$ cat src/rtl/store_buffer_pkg.sv
// Shared constants and helpers for the posted-store buffer: memory geometry,
// funct3 encodings, access-size decode and load extension.
package store_buffer_pkg;

    localparam int MEM_SIZE         = 4096;
    localparam int INSTRUCTION_SIZE = 32;
    localparam int SB_DEPTH         = 4;

    localparam logic [2:0] F3_B  = 3'b000;
    localparam logic [2:0] F3_H  = 3'b001;
    localparam logic [2:0] F3_W  = 3'b010;
    localparam logic [2:0] F3_BU = 3'b100;
    localparam logic [2:0] F3_HU = 3'b101;

    // Access size minus one, from funct3[1:0]: byte=0, half=1, word=3.
    function automatic logic [1:0] size_m1(input logic [1:0] sz);
        case (sz)
            2'b00:   return 2'd0;
            2'b01:   return 2'd1;
            default: return 2'd3;
        endcase
    endfunction

    function automatic logic is_store_f3(input logic [2:0] f3);
        return (f3 == F3_B) || (f3 == F3_H) || (f3 == F3_W);
    endfunction

    function automatic logic [INSTRUCTION_SIZE-1:0] load_extend(
        input logic [INSTRUCTION_SIZE-1:0] d,
        input logic [2:0]                  f3
    );
        case (f3)
            F3_B:    return {{24{d[7]}}, d[7:0]};
            F3_H:    return {{16{d[15]}}, d[15:0]};
            F3_BU:   return {24'd0, d[7:0]};
            F3_HU:   return {16'd0, d[15:0]};
            default: return d;
        endcase
    endfunction

endpackage

$ cat src/rtl/store_buffer_overlap.sv
// Combinational byte-range intersection of one queued store against the
// current load; ranges use one extra address bit so nothing wraps at the top.
module store_buffer_overlap
    import store_buffer_pkg::*;
#(
    parameter int ADDR_W = 12
) (
    input  logic              entry_valid,
    input  logic [ADDR_W-1:0] entry_addr,
    input  logic [1:0]        entry_size,
    input  logic [ADDR_W-1:0] ld_addr,
    input  logic [1:0]        ld_size,
    output logic              overlap
);

    logic [ADDR_W:0] st_lo;
    logic [ADDR_W:0] st_hi;
    logic [ADDR_W:0] ld_lo;
    logic [ADDR_W:0] ld_hi;

    assign st_lo = {1'b0, entry_addr};
    assign ld_lo = {1'b0, ld_addr};
    assign st_hi = st_lo + {{(ADDR_W-1){1'b0}}, size_m1(entry_size)};
    assign ld_hi = ld_lo + {{(ADDR_W-1){1'b0}}, size_m1(ld_size)};

    assign overlap = entry_valid && (st_lo <= ld_hi) && (ld_lo <= st_hi);

endmodule

$ cat src/rtl/store_buffer.sv
// Posted-store FIFO between the core memory stage and data memory; drains one
// store per load-free cycle. Define STORE_BUFFER_FWD_EN for store-to-load forwarding.
module store_buffer
    import store_buffer_pkg::*;
#(
    parameter int DEPTH  = SB_DEPTH,
    parameter int ADDR_W = $clog2(MEM_SIZE),
    parameter int DATA_W = INSTRUCTION_SIZE
) (
    input  logic                       clk,
    input  logic                       reset,
    input  logic                       st_valid,
    output logic                       st_ready,
    input  logic [ADDR_W-1:0]          st_addr,
    input  logic [DATA_W-1:0]          st_data,
    input  logic [2:0]                 st_funct3,
    input  logic                       ld_req,
    input  logic [ADDR_W-1:0]          ld_addr,
    input  logic [2:0]                 ld_funct3,
    output logic                       ld_stall,
    output logic [DATA_W-1:0]          ld_data,
    output logic                       dm_mem_read,
    output logic                       dm_mem_write,
    output logic [ADDR_W-1:0]          dm_address,
    output logic [DATA_W-1:0]          dm_write_data,
    output logic [2:0]                 dm_funct3,
    input  logic [DATA_W-1:0]          dm_read_data,
    output logic                       sb_empty,
    output logic [$clog2(DEPTH+1)-1:0] sb_count
);

    localparam int PTR_W = $clog2(DEPTH);
    localparam int CNT_W = $clog2(DEPTH+1);

    logic [DEPTH-1:0]  ent_valid;
    logic [ADDR_W-1:0] ent_addr   [DEPTH];
    logic [DATA_W-1:0] ent_data   [DEPTH];
    logic [2:0]        ent_funct3 [DEPTH];

    logic [PTR_W-1:0]  head;
    logic [PTR_W-1:0]  tail;
    logic [CNT_W-1:0]  count;

    logic [DEPTH-1:0]  overlap;
    logic              any_overlap;
    logic              fwd_hit;
    logic [DATA_W-1:0] fwd_data;
    logic              do_enq;
    logic              do_deq;
    logic              drain_go;

    assign st_ready = !reset && (count < CNT_W'(DEPTH));
    assign do_enq   = st_valid && st_ready && is_store_f3(st_funct3);
    assign sb_empty = (count == '0);
    assign sb_count = count;

    for (genvar g = 0; g < DEPTH; g++) begin : g_ovl
        store_buffer_overlap #(
            .ADDR_W (ADDR_W)
        ) u_overlap (
            .entry_valid (ent_valid[g]),
            .entry_addr  (ent_addr[g]),
            .entry_size  (ent_funct3[g][1:0]),
            .ld_addr     (ld_addr),
            .ld_size     (ld_funct3[1:0]),
            .overlap     (overlap[g])
        );
    end

    assign any_overlap = |overlap;

`ifdef STORE_BUFFER_FWD_EN
    logic [PTR_W-1:0] yng_idx;

    // Walk oldest to youngest so the last hit is the most recent store.
    always_comb begin
        yng_idx = head;
        for (int i = 0; i < DEPTH; i++) begin
            if (overlap[head + PTR_W'(i)]) begin
                yng_idx = head + PTR_W'(i);
            end
        end
    end

    assign fwd_hit  = ld_req && any_overlap
                      && (ent_addr[yng_idx] == ld_addr)
                      && (size_m1(ent_funct3[yng_idx][1:0]) >= size_m1(ld_funct3[1:0]));
    assign fwd_data = load_extend(ent_data[yng_idx], ld_funct3);
`else
    assign fwd_hit  = 1'b0;
    assign fwd_data = '0;
`endif

    assign ld_stall = !reset && ld_req && any_overlap && !fwd_hit;
    assign drain_go = (count != '0) && (!ld_req || ld_stall || fwd_hit);
    assign do_deq   = drain_go;

    always_ff @(posedge clk or posedge reset) begin
        if (reset) begin
            head      <= '0;
            tail      <= '0;
            count     <= '0;
            ent_valid <= '0;
        end else begin
            if (do_enq) begin
                ent_valid[tail] <= 1'b1;
                tail            <= tail + 1'b1;
            end
            if (do_deq) begin
                ent_valid[head] <= 1'b0;
                head            <= head + 1'b1;
            end
            case ({do_enq, do_deq})
                2'b10:   count <= count + 1'b1;
                2'b01:   count <= count - 1'b1;
                default: count <= count;
            endcase
        end
    end

    // Payload needs no reset: an entry is only observed while its valid bit is set.
    always_ff @(posedge clk) begin
        if (do_enq) begin
            ent_addr[tail]   <= st_addr;
            ent_data[tail]   <= st_data;
            ent_funct3[tail] <= st_funct3;
        end
    end

    always_comb begin
        dm_mem_read   = 1'b0;
        dm_mem_write  = 1'b0;
        dm_address    = '0;
        dm_write_data = '0;
        dm_funct3     = '0;
        ld_data       = '0;
        if (!reset) begin
            if (drain_go) begin
                dm_mem_write  = 1'b1;
                dm_address    = ent_addr[head];
                dm_write_data = ent_data[head];
                dm_funct3     = ent_funct3[head];
            end else if (ld_req && !ld_stall && !fwd_hit) begin
                dm_mem_read = 1'b1;
                dm_address  = ld_addr;
                dm_funct3   = ld_funct3;
                ld_data     = dm_read_data;
            end
            if (fwd_hit) begin
                ld_data = fwd_data;
            end
        end
    end

endmodule

$ cat config.mk
export PLATFORM = sky130hd
export DESIGN_NAME = store_buffer
export DESIGN_NICKNAME = d
export VERILOG_FILES = /design/src/rtl/store_buffer_pkg.sv /design/src/rtl/store_buffer_overlap.sv /design/src/rtl/store_buffer.sv
export SDC_FILE = /design/constraint.sdc
export NUM_CORES = 1
export LEC_CHECK = 0
export CAP_MARGIN = 20
export CORE_UTILIZATION = 35
export DETAILED_ROUTE_END_ITERATION = 10
export SKIP_CTS_REPAIR_TIMING = 1
export SYNTH_ARGS = -nofsm -noshare
export SYNTH_HDL_FRONTEND = slang
export SYNTH_HIERARCHICAL = 1
export SYNTH_SLANG_ARGS = --single-unit
export TNS_END_PERCENT = 50
$ cat constraint.sdc
create_clock -name clk -period 6.3 [get_ports clk]
set_input_delay 1.575 -clock clk [delete_from_list [all_inputs] [get_ports clk]]
set_output_delay 1.575 -clock clk [all_outputs]
set_load 0.05 [all_outputs]
### After elaboration in Yosys (flattened, before gate mapping)

Memories as Yosys holds them, arrays and structs flattened.
Cells that the tools add are included.

* add/sub/neg operators: 9
* $lt $le $gt $ge: 13
* equal/unequal tests: 9
* muxes and demuxes: 30
* bitwise operators: 3
* reductions and logical operators: 33

Operators with widths (number)
* $mux W32: 5
* $le A12 B13 Y1: 8
* $add A12 B2 Y13: 5
* $mux W12: 3
* $pmux W2 S2: 5
* $logic_and A1 B1 Y1: 17
* $eq A2 B1 Y1 const B: 6
* $logic_not A2 Y1: 5
* $mux W1: 9
* $mux W3: 3
* $mux W4: 2
* $logic_not A3 Y1: 2
* $lt A2 B3 Y1 const B: 2
* $pmux W3 S2: 1
* $add A2 B1 Y2 const B: 2
* $and A4 B4 Y4: 1
* $demux W1 S2: 2
* $ge A2 B1 Y1 const B: 2
* $not A4 Y4: 1
* $or A4 B4 Y4: 1
* $reduce_or A4 Y1: 1
* $add A3 B1 Y3 const B: 1
* $eq A3 B1 Y1 const B: 1
* $eq A3 B2 Y1 const B: 1
* 7 further kinds: 11

* bits in registers: 11
* RAM bits: 188
* input port bits: 98
* output and inout bits: 87
* logic and storage cells: 104
* memories kept: 3

Memories
* ent_data: words 4, bits a word 32, read ports 1, clocked after memory_dff 0, wr ports 1, RTL line store_buffer.sv:37 `logic [DATA_W-1:0] ent_data [DEPTH];`
* ent_addr: words 4, bits a word 12, read ports 5, clocked after memory_dff 0, wr ports 1, RTL line store_buffer.sv:36 `logic [ADDR_W-1:0] ent_addr [DEPTH];`
* ent_funct3: words 4, bits a word 3, read ports 5, clocked after memory_dff 0, wr ports 1, RTL line store_buffer.sv:38 `logic [2:0] ent_funct3 [DEPTH];`

### Longest topological paths before layout

Gate-level depths: netlist of run 1.

* depth in word-level cells: 13
* mapped depth: 23

### By module

The synthesis of run 1 kept the hierarchy.

Modules (own cells, without submodules)
* store_buffer: instances 1, cells an instance 421, area each 8240.4 um^2
* store_buffer_overlap at g_ovl[1].u_overlap ...: instances 2, cells an instance 133, area each 1014.7 um^2
* store_buffer_overlap at g_ovl[3].u_overlap: instances 1, cells an instance 135, area each 1018.5 um^2
* store_buffer_overlap at g_ovl[0].u_overlap: instances 1, cells an instance 134, area each 1009.7 um^2

### Worst setup path before layout of run 1

OpenSTA, ideal clock, no wires.

* path kind: input to output
* from: in ld_funct3[1]
* to: out dm_address[10]
* data arrival time: 5541 ps
* data required time: 4725 ps
* path slack: -816 ps
* stages: 17
* cells stage by stage: or2_2 > ha_1 > fa_1 > and3_4 > and3_4 > nand3_1 > xor2_1 > ha_1 > nand3_1 > nor3_1 > o21ai_0 > o21ai_0 > a32oi_1 > nor4_4 > nand2_1 > buf_2 > o2bb2ai_1

* cells in the longest elaborated chain, start to end: 13
* elaborated cells on any way between the ends: 25
* classes of those cells: add/sub (1); order compare (4); eq/ne (1); mux (4); reduce/logical (15)

Ends and longest elaborated chain
* start, declared: RTL line store_buffer.sv:19 `input logic [2:0] ld_funct3,`
* $eq A2 B1 Y1 / $logic_not A2 Y1 (equally long branches): RTL line store_buffer_pkg.sv:17 `case (sz)`
* $pmux W2 S2 *: RTL line store_buffer_pkg.sv:17
* $add A12 B2 Y13 *: RTL line store_buffer_overlap.sv:24 `assign ld_hi = ld_lo + {{(ADDR_W-1){1'b0}}, size_m1(ld_size)};`
* $le A12 B13 Y1 *: RTL line store_buffer_overlap.sv:26 `assign overlap = entry_valid && (st_lo <= ld_hi) && (ld_lo <= st_hi);`
* $logic_and A1 B1 Y1 * (2 in a row): RTL line store_buffer_overlap.sv:26
* net overlap[1]: RTL line store_buffer.sv:44 `logic [DEPTH-1:0] overlap;`
* $reduce_or A4 Y1 *: RTL line store_buffer.sv:70 `assign any_overlap = |overlap;`
* $logic_and A1 B1 Y1 *: RTL line store_buffer.sv:94 `assign ld_stall = !reset && ld_req && any_overlap && !fwd_hit;`
* $logic_not A1 Y1: RTL line store_buffer.sv:143 `end else if (ld_req && !ld_stall && !fwd_hit) begin`
* $logic_and A1 B1 Y1: RTL line store_buffer.sv:143
* $mux W12: RTL line store_buffer.sv:143
* $mux W12 *: RTL line store_buffer.sv:138 `if (drain_go) begin`
* $mux W12 *: RTL line store_buffer.sv:137 `if (!reset) begin`
* end, declared: RTL line store_buffer.sv:24 `output logic [ADDR_W-1:0] dm_address,`

Mark *: on every way through the listed nets, which the timed path passes. The rest lies on a longest branch.

### Worst setup path in the final report of run 1

* from: in ld_addr[0]
* to: out dm_address[2]

* cells in the longest elaborated chain, start to end: 11
* elaborated cells on any way between the ends: 26
* classes of those cells: add/sub (1); order compare (8); mux (3); reduce/logical (14)

Ends and longest elaborated chain
* start, declared: RTL line store_buffer.sv:18 `input logic [ADDR_W-1:0] ld_addr,`
* $add A12 B2 Y13: RTL line store_buffer_overlap.sv:24
* $le A12 B13 Y1: RTL line store_buffer_overlap.sv:26
* $logic_and A1 B1 Y1: RTL line store_buffer_overlap.sv:26
* $logic_and A1 B1 Y1 *: RTL line store_buffer_overlap.sv:26
* net overlap[2]: RTL line store_buffer.sv:44
* $reduce_or A4 Y1 *: RTL line store_buffer.sv:70
* $logic_and A1 B1 Y1 *: RTL line store_buffer.sv:94
* $logic_not A1 Y1: RTL line store_buffer.sv:143
* $logic_and A1 B1 Y1: RTL line store_buffer.sv:143
* $mux W12: RTL line store_buffer.sv:143
* $mux W12 *: RTL line store_buffer.sv:138
* $mux W12 *: RTL line store_buffer.sv:137

Marks and branches as above.

==> results of run 1 <==
-- power by group through the flow --
stage               Clock, mW  Sequential [mW]  Combinational [mW]
finish                   1.11             1.60                2.45
detailed placement          0             1.71                2.20
global placement            0             1.71                2.19
CTS                      1.13             1.68                2.21
floorplan                   0             1.62                1.38
global route             1.17             1.61                2.59
-- cell usage after synthesis (5+ instances only) --
master,number
edfxtp_1,188
ha_1,121
nand2_1,70
and2_1,61
xor2_1,50
mux4_2,42
nor2_1,40
nand3_1,34
xnor2_1,34
inv_1,33
a21oi_1,32
nand4_1,29
and3_1,21
o21ai_0,14
nor3_1,13
o2bb2ai_1,13
clkbuf_1,12
dfrtp_1,11
a21o_1,10
fa_1,9
nand2b_1,9
or2_2,9
o211ai_1,6
and3_4,5
buf_2,5
mux4_1,5
nor2b_1,5
-- flip-flops by register name, indices dropped and copies added (netlist names) --
name,cells
head,2
sb_count,3
ent_funct3,12
tail,2
ent_valid,4
ent_addr,48
ent_data,128
-- logic make-up (layout without fill, tap and decap cells) --
logic type,after synthesis,in the layout,share of synthesized area (%)
AO/OA/AOI/OAI,102,102,5.66
buffers and inverters,65,351,2.84
flip-flops,199,199,48.1
adder cells (fa/ha/maj),130,130,13.8
XOR/XNOR,84,84,5.98
multiplexers,48,48,8.84
AND/OR/NAND/NOR,328,328,14.8
-- area by class of cell --
type,instances,area share (%)
multi-input cells,692,37.8
repair buffers,284,20.7
clock buffers,18,2.46
clock inverters,14,1.09
well taps,455,3.26
flip-flops and latches,199,33.9
inverters,35,0.795
-- stage by stage --
step / total power [mW] / area, sq um / setup slack [ns] / std cells
after floorplan: 3.01 / 12700 / -0.178 / 956
after global placement: 3.90 / 16400 / -1.11 / 1648
after detailed placement: 3.91 / 16400 / -1.19 / 1648
after CTS: 5.02 / 17000 / -1.21 / 1680
after global routing: 5.37 / 17500 / -0.728 / 1697
final: 5.16 / 17500 / -0.614 / 1697
-- how the worst max path moves through the flow --
stage	from	endpoint	slack [ns]	cells past startpoint
floorplan	ld_funct3[1]	dm_address[10]	-0.18	16
global placement	ld_funct3[1]	ld_data[31]	-1.11	19
detailed placement	ld_funct3[1]	dm_write_data[0]	-1.19	20
CTS	ld_funct3[1]	dm_write_data[0]	-1.21	21
global route	ld_addr[0]	dm_address[2]	-0.73	21
finish	ld_addr[0]	dm_address[2]	-0.61	21
-- placed cells by master (no fill, tap or decap), types with 6 or more instances in the layout --
master,instances
a21o_1,10
a21oi_1,32
and2_2,14
and2_4,50
and3_1,14
and3_4,8
buf_12,86
buf_4,80
buf_6,11
clkbuf_16,21
clkdlybuf4s50_1,98
clkinv_8,6
dfrtp_1,9
edfxtp_1,188
ha_1,118
inv_1,33
mux4_2,42
nand2_1,68
nand2b_1,9
nand3_1,28
nand3_2,9
nand4_1,29
nor2_1,38
nor3_1,11
o211ai_1,6
o21ai_0,10
o21ai_1,6
o2bb2ai_4,14
or2_2,6
xnor2_1,34
xor2_1,50
-- layer usage --
metal	vias to the layer above	wire [microns]	part of all wire (%)
met3	30	1600	4.6
met1	4420	15500	45
li1	4157	-	-
met4	0	481	1.4
met5	-	0	0
met2	188	17100	49
==> out/qor.yml, run 1 <==
status: "finished, violations left"
holdPathStages: 1
via_count: 8795
arrival_ns: 5.34
die_x_microns: 189
gr-usage-met3_pct: 3.26
worst_pin_slew_ns: 0.882
netlist_area_sq_um: 12300
period_share_pct: 110
fin_tns_setup_ns: -47.00
grt.total_usage_pct: 18.8
h-tree-depth: 4
busiest_layer: "met2"
drive_gt1_share_pct: 32.0
worstRegToRegCells: 25
clock_latency_ns: 0.43
dr.pass1.iters: 5
yosys_register_bits: 199
crit_fanout: 7
netSwitchingFraction_pct: 36.5
synth_edf_count: 188
pin_count: 185
violations: "negative setup slack"
register_area_sq_um: 5930
fmax_mhz: 145
nets: 1457
syn_nets: 1184
cpPeakStageDelay_ns: 0.40
ir_drop_mv: 0.218
worstReg2RegEnd: "sb_count[2]"
synth_area_leaders: "edfxtp_1 46%, ha_1 12%, mux4_2 7.7%"
setup_ws_ns: -0.614
reg2reg_from: "ent_funct3[2][1]"
critPathKind: "input pin to primary output"
critPathLaunchType: "input pin"
cpLargestDelayFamily: "buffers and inverters"
crit_chain: "dlymetal6s2s_1, buf_6, buf_4, ha_4, fa_2, and3_4, and3_4, xnor2_1, ha_1, nand2_2, nor3_4, o21ai_2, o21ai_1, a32oi_2, nor4_4, clkbuf_16, a211oi_4, buf_6, clkbuf_16, o2bb2ai_4, buf_12"
p_switching_mw: 1.88
slowest_stage: "nor4_4"
dp_hpwl_microns: 25000
clockRootBuffer: "clkbuf_16"
grt_pass1_vias: 8903
pwr-share-clk_pct: 21.4
core_sq_um: 34500
hp-class: "register to register"
min_to: "sb_count[0]"
start_util_pct: 35.6
cts.sinks: 199
required_ns: 4.72
antenna_cells: 0
p_int_mw: 3.27
seqPwrFrac_pct: 31.1
yosys.area.top_type: "edfxtp_1"
grt_antenna_before_repair: 1
cts_tree: "done"
cellLeakagePower_nw: 6.57
p_per_area_nw_per_um2: 295
crit_path_end_kind: "primary output"
num_rows: 68
cts_buffers: 17
setup_viol: 82
areaGrowthSynthToFinish_pct: 42.1
min-delay-start: "sb_count[0]"
drv_slew: 0
finalWirelength_microns: 34600
route.detailed.drc: 0
grt_pass1_wl_microns: 50800
clock_path_buffers: 2
yosys_warnings: 6
hold_violations: 0
fillers: 3010
grtUsageMet1_pct: 25.2
path_clk_slew_ns: 0.08
gp_congestion: 0.893
numPortBuffers: 184
min_period_ns: 6.91
avgSynthCellArea_sq_um: 12.9
rsz0062_at_grt: "true"
combPwrFrac_pct: 47.5
finalClockSkew_ns: 0.0112
hold_slack_ns: 0.536
drt_iter0_drc: 637
multi_input_area_sq_um: 6610
utilization_pct: 50.6
use_met2_pct: 31.7
wl_per_cell_microns: 20.4
rrSetupSlack_ns: 1.24
synth_ff_type: "edfxtp_1"
max-slew-margin-rel_pct: 41.2
gr-total-overflow: 0
synth.top_cell.area_share_pct: 45.9
drv_cap: 0
synthCells: 956
final_antenna_net_count: 0
ys_types: 64
via_per_inst: 5.18
ys_seq_area_share_pct: 48.1
critPathBufInv: 7
die_y_microns: 189
die_area_sq_um: 35900
grt_max_degree: 52
async_flop_share_pct: 5.53
(Power assumes the default switching activity.)
==> inputs of run 2 (changes only) <==
--- a/config.mk
+++ b/config.mk
@@ -8,6 +8,7 @@
 export CAP_MARGIN = 20
 export CORE_UTILIZATION = 35
 export DETAILED_ROUTE_END_ITERATION = 10
+export HOLD_SLACK_MARGIN = 0.05
 export SKIP_CTS_REPAIR_TIMING = 1
 export SYNTH_ARGS = -nofsm -noshare
 export SYNTH_HDL_FRONTEND = slang
==> results of run 2 <==
The final DEF is identical to that of run 1; final timing and power are the same.
